--- src/rtl/fetch_prefetch_unit.sv ---
// Instruction-fetch front end: issues in-order imem requests, buffers returned words with their
// PC+4 in a prefetch FIFO, and flushes/discards stale responses on a redirect.
module fetch_prefetch_unit #(
  parameter int          DEPTH    = 4,
  parameter logic [31:0] RESET_PC = 32'h0
) (
  input  logic        clk,
  input  logic        rst,
  output logic        imem_req,
  output logic [31:0] imem_addr,
  input  logic        imem_gnt,
  input  logic        imem_rvalid,
  input  logic [31:0] imem_rdata,
  input  logic        redirect,
  input  logic [31:0] redirect_pc,
  input  logic        stall,
  output logic        if_valid,
  output logic [31:0] if_inst,
  output logic [31:0] if_pc4,
  output logic [31:0] fetch_pc,
  output logic        fsm_state
);
  localparam int PW = $clog2(DEPTH);
  localparam int CW = PW + 1;

  typedef enum logic {FETCH = 1'b0, DRAIN = 1'b1} state_t;

  state_t          state_q, state_d;
  logic [31:0]     fetch_pc_q, fetch_pc_d;
  logic [CW-1:0]   count_q, count_d;
  logic [CW-1:0]   out_q, out_d;
  logic [CW-1:0]   drop_q, drop_d;
  logic [PW-1:0]   wr_q, rd_q, tag_wr_q, tag_rd_q;
  logic [31:0]     tag_mem_q  [DEPTH];
  logic [31:0]     inst_mem_q [DEPTH];
  logic [31:0]     pc4_mem_q  [DEPTH];

  logic [CW:0]     inflight;
  logic            grant, rsp, push, pop;

  // Handshake: a request transfers on imem_req & imem_gnt; a response is only accepted
  // while something is in flight, and responses come back in request order.
  assign inflight  = {1'b0, count_q} + {1'b0, out_q};
  assign imem_req  = !rst && !redirect && (inflight < (CW+1)'(DEPTH));
  assign imem_addr = fetch_pc_q;
  assign grant     = imem_req && imem_gnt;
  assign rsp       = imem_rvalid && (out_q != '0);
  assign push      = rsp && (drop_q == '0) && !redirect;
  assign pop       = (count_q != '0) && !stall && !redirect;

  assign if_valid  = (count_q != '0);
  assign if_inst   = if_valid ? inst_mem_q[rd_q] : 32'h0;
  assign if_pc4    = if_valid ? pc4_mem_q[rd_q]  : 32'h0;
  assign fetch_pc  = fetch_pc_q;
  assign fsm_state = state_q;

  always_comb begin
    fetch_pc_d = fetch_pc_q;
    count_d    = count_q;
    out_d      = out_q;
    drop_d     = drop_q;
    state_d    = state_q;

    if (grant) out_d = out_d + CW'(1);
    if (rsp)   out_d = out_d - CW'(1);
    if (rsp && (drop_q != '0)) drop_d = drop_q - CW'(1);
    if (push) count_d = count_d + CW'(1);
    if (pop)  count_d = count_d - CW'(1);
    if (grant) fetch_pc_d = fetch_pc_q + 32'd4;

    // Every request still in flight after this edge belongs to the old path.
    if (redirect) begin
      fetch_pc_d = redirect_pc & 32'hFFFF_FFFC;
      count_d    = '0;
      drop_d     = out_d;
    end

    case (state_q)
      FETCH:   if (redirect && (drop_d != '0)) state_d = DRAIN;
      DRAIN:   if (drop_d == '0) state_d = FETCH;
      default: state_d = FETCH;
    endcase
  end

  always_ff @(posedge clk or posedge rst) begin
    if (rst) begin
      state_q    <= FETCH;
      fetch_pc_q <= RESET_PC;
      count_q    <= '0;
      out_q      <= '0;
      drop_q     <= '0;
      wr_q       <= '0;
      rd_q       <= '0;
      tag_wr_q   <= '0;
      tag_rd_q   <= '0;
    end else begin
      state_q    <= state_d;
      fetch_pc_q <= fetch_pc_d;
      count_q    <= count_d;
      out_q      <= out_d;
      drop_q     <= drop_d;
      if (grant) tag_wr_q <= tag_wr_q + PW'(1);
      if (rsp)   tag_rd_q <= tag_rd_q + PW'(1);
      if (push)  wr_q <= wr_q + PW'(1);
      if (redirect)  rd_q <= wr_q;
      else if (pop)  rd_q <= rd_q + PW'(1);
    end
  end

  always_ff @(posedge clk) begin
    if (grant) tag_mem_q[tag_wr_q] <= fetch_pc_q + 32'd4;
    if (push) begin
      inst_mem_q[wr_q] <= imem_rdata;
      pc4_mem_q[wr_q]  <= tag_mem_q[tag_rd_q];
    end
  end
endmodule
--- config.mk ---
export PLATFORM = sky130hd
export DESIGN_NAME = fetch_prefetch_unit
export DESIGN_NICKNAME = d
export VERILOG_FILES = /design/src/rtl/fetch_prefetch_unit.sv
export SDC_FILE = /design/constraint.sdc
export NUM_CORES = 1
export LEC_CHECK = 0
export CELL_PAD_IN_SITES_DETAIL_PLACEMENT = 0
export CELL_PAD_IN_SITES_GLOBAL_PLACEMENT = 1
export CORE_MARGIN = 3
export CORE_UTILIZATION = 43
export CTS_CLUSTER_SIZE = 24
export DETAILED_ROUTE_END_ITERATION = 12
export PLACE_DENSITY_LB_ADDON = 0.1
export SLEW_MARGIN = 20
export SYNTH_ARGS = -nofsm -noshare
export SYNTH_HDL_FRONTEND = slang
export SYNTH_SLANG_ARGS = --single-unit
--- constraint.sdc ---
create_clock -name clk -period 2.96 [get_ports clk]
set_input_delay 0.888 -clock clk [delete_from_list [all_inputs] [get_ports clk]]
set_output_delay 0.888 -clock clk [all_outputs]
set_load 0.05 [all_outputs]
==> reports/metrics.csv <==
stage,metric,value,unit
status,run status,"complete, but fails checks",
status,failing checks,setup timing,
critical_path,"Slowest-stage cell, CP",mux4_2,
drt,Via-to-Cell Ratio,5.29,
final_layout,Layout area overhead,32.8,%
synth,"EDFF count, synth",368,
timing,Final Worst Setup Slack,-111,ps
clocking,clock buffer depth,3,
die,Die H,206,um
die,die width,206,um
min_path,Hold Startpoint,fsm_state$_DFF_PP0_,
synth,number of synthesized register bits,416,
flow_run,MaxCap Viol Count,0,
timing,minimum clock period,3070,ps
global_route,met3 Track Usage GR,3.15,%
timing,WHS,525,ps
timing,Worst Skew,15.9,ps
synth,biggest area consumer among synthesized cells,edfxtp_1,
die,Die ar.,42500,um2
final_layout,layout cells sized above 1,31.5,%
global_route,GRT Max-Usage Layer,met2,
critical_path,Most common cell on crit path,buf_12,
global_route,total track usage,18.9,%
placement,IO buf count,192,
synth,ys async rst share,11.5,%
critical_path,reg2reg setup slack,130,ps
synth,Main synth FF type,edfxtp_1,
final_layout,# fillers,2999,
critical_path,Worst Path Buf+Inv,3,
critical_path,CP Depth,5,
placement,DP HPWL,25500,um
synth,Syn Area/Cell,17.8,um2
synth,synthesized netlist cell count,967,
synth,register area share after synthesis,71.2,%
critical_path,Worst Setup SP,rd_q[0]$_DFFE_PP0P_,
global_route,met1 usage,26.9,%
global_route,initial antenna violation count,0,
synth,Syn Std Cell Area,17200,um2
critical_path,CP startpoint kind,flop,
clocking,"Clk Latency, worst-skew pair",550,ps
final_layout,Layout Nets,1304,
clocking,root buffer cell,clkbuf_16,
global_route,gr ovfl total,0,
timing,setup TNS,-3900,ps
global_route,pin count of the biggest net entering global routing,49,
drt,Via Count,9347,
timing,"Slew Viols, Final",0,
placement,Post-Place Cells,1666,
die,row cnt,72,
critical_path,WP data arrival,2180,ps
synth,Synth top area share,64.2,%
drt,DRC,0,
clocking,CTS tree,built,
final_layout,Util after Layout,58.5,%
timing,Final setup viols,61,
die,core footprint,39100,um2
final_layout,Post-Layout Cell Count,1766,
timing,Final Hold Violating Endpoints,0,
timing,period utilisation layout,104,%
critical_path,worst r2r src,count_q[2]$_DFF_PP0_,
critical_path,worst r2r path cells,12,
final_layout,"commonest non-fill, non-tap cell in the layout",edfxtp_1,
final_layout,Antenna Diode Count,0,
min_path,Hold WC Path Type,reg2reg,
drt,DRT iter0 DRCs,565,
critical_path,CP max FO,5,
min_path,Hold EP,fsm_state$_DFF_PP0_,
timing,Slew @ Worst Pin,637,ps
critical_path,Worst R2R End,fsm_state$_DFF_PP0_,
clocking,Clock Sinks,416,
drt,Routed Antenna Nets,0,
critical_path,required time of the worst setup path,2070,ps
drt,final wirelength,39600,um
critical_path,Worst setup EP type,primary output,
critical_path,CP peak stage delay,530,ps
timing,FMAX,0.326,GHz
power_and_ir_drop,power density cells,1020,nW/um2
clocking,clock slew at reported path FFs,60,ps
placement,Final GP Congestion,0.793,
drt,iteration count of the initial detailed-routing pass,5,
final_layout,most frequent cells in the layout,"368 x edfxtp_1, 120 x clkdlybuf4s50_1, 96 x buf_12",
synth,ranking of synthesized cells by area,"edfxtp_1 64%, mux4_2 12%, dfrtp_1 7.0%",
die,Starting Density,44.0,%
timing,Slew HR,57.2,%
critical_path,crit path cell chain,buf_12 -> buf_12 -> mux4_2 -> and2_4 -> buf_12,
clocking,CTS H-tree lvls,2,
clocking,CTS Buf Count,45,
critical_path,cell family with most CP delay,multiplexers,
critical_path,CP Class,reg2out,
die,I/O pins,201,
synth,Yosys cell types,46,
power_and_ir_drop,Worst VDD drop,0.448,mV
drt,WL per Instance,22.4,um
power_and_ir_drop,Pleak,7.99,nW
timing,RSZ-0062 raised after global routing,true,
synth,Synth Warn #,0,
global_route,vias in the first global route,9795,
min_path,Worst Hold Path Cells,1,
power_and_ir_drop,Overall Power,23.3,mW
global_route,global-route met2 utilization,30.7,%
global_route,global-route wire length before repair,59800,um
==> cell usage after synthesis, drive strengths merged (2+ instances only) <==
cell	n
a21o	2
a21oi	6
a221o	7
a22oi	9
a31oi	4
and2	74
and3	5
buf	56
clkbuf	29
dfrtp	48
edfxtp	368
ha	19
inv	18
mux2i	8
mux4	92
nand2	42
nand2b	7
nand3	25
nand3b	2
nand4	14
nor2	20
nor2b	3
nor3	8
nor3b	5
nor4	4
o211ai	3
o21ai	20
o311ai	6
o31a	3
or3	8
or4	3
xnor2	33
xor2	9
==> flip-flops by register name, summed over array words and instances, names as in the netlist <==
register    flops
rd_q            2
inst_mem_q    128
drop_q          3
out_q           3
tag_rd_q        2
tag_wr_q        2
wr_q            2
fetch_pc       30
count_q         3
fsm_state       1
tag_mem_q     120
pc4_mem_q     120
==> where the power goes <==
group          total [mW]  switching [mW]  internal (mW)
Clock                5.67            2.18           3.49
Combinational        10.1            5.22           4.92
Sequential           7.53           0.377           7.15
==> what timing repair did <==
| item | in CTS | in global routing |
|---|---|---|
| setup buffers | 12 | 2 |
| endpoints found under the setup margin | 66 | 65 |
| hold buffers | 0 | 0 |
| pin swaps | 19 | 10 |
| cloned | 5 | 3 |
| resized for setup | 54 | 33 |
==> cells by family after synthesis <==
family                   synth area share (%)
flip-flops                               71.2
other                                  0.0218
adder cells (fa/ha/maj)                  1.38
AND/OR/NAND/NOR                          7.06
multiplexers                             12.5
buffers and inverters                    3.13
AO/OA/AOI/OAI                            2.62
XOR/XNOR                                 2.14
==> metal layers <==
metal  vias up  wire length (um)  part of all wire, %
met4         0               621                  1.6
met1      4773             17800                   45
met3        44              2150                  5.4
li1       4243                 -                    -
met5         -                 0                    0
met2       287             19000                   48
==> stage by stage <==
stage | area (um2) | worst slack, ps
2_1_floorplan | 17300 | -71.1
3_3_place_gp | 20900 | -438
3_5_place_dp | 20900 | -422
4_1_cts | 22700 | -194
5_1_grt | 22900 | -169
6_report | 22900 | -111
==> worst max-delay path by stage <==
stage                          endpoint  slack (ps)
global placement    fsm_state$_DFF_PP0_        -440
CTS                            imem_req        -190
detailed placement  fsm_state$_DFF_PP0_        -420
floorplan           fsm_state$_DFF_PP0_         -70
finish                       if_pc4[14]        -110
global route                 if_pc4[20]        -170
==> area by class of cell <==
cell class / count / area [um2] / share of cell area (%)
multi-input cells: 453 / 4650 / 20.3
inverters: 18 / 67.6 / 0.296
clock buffers: 57 / 1170 / 5.12
clock inverters: 23 / 317 / 1.38
flip-flops and latches: 416 / 12300 / 53.6
well taps: 518 / 648 / 2.84
repair buffers: 281 / 3750 / 16.4
Power figures use the tool's default switching activity.
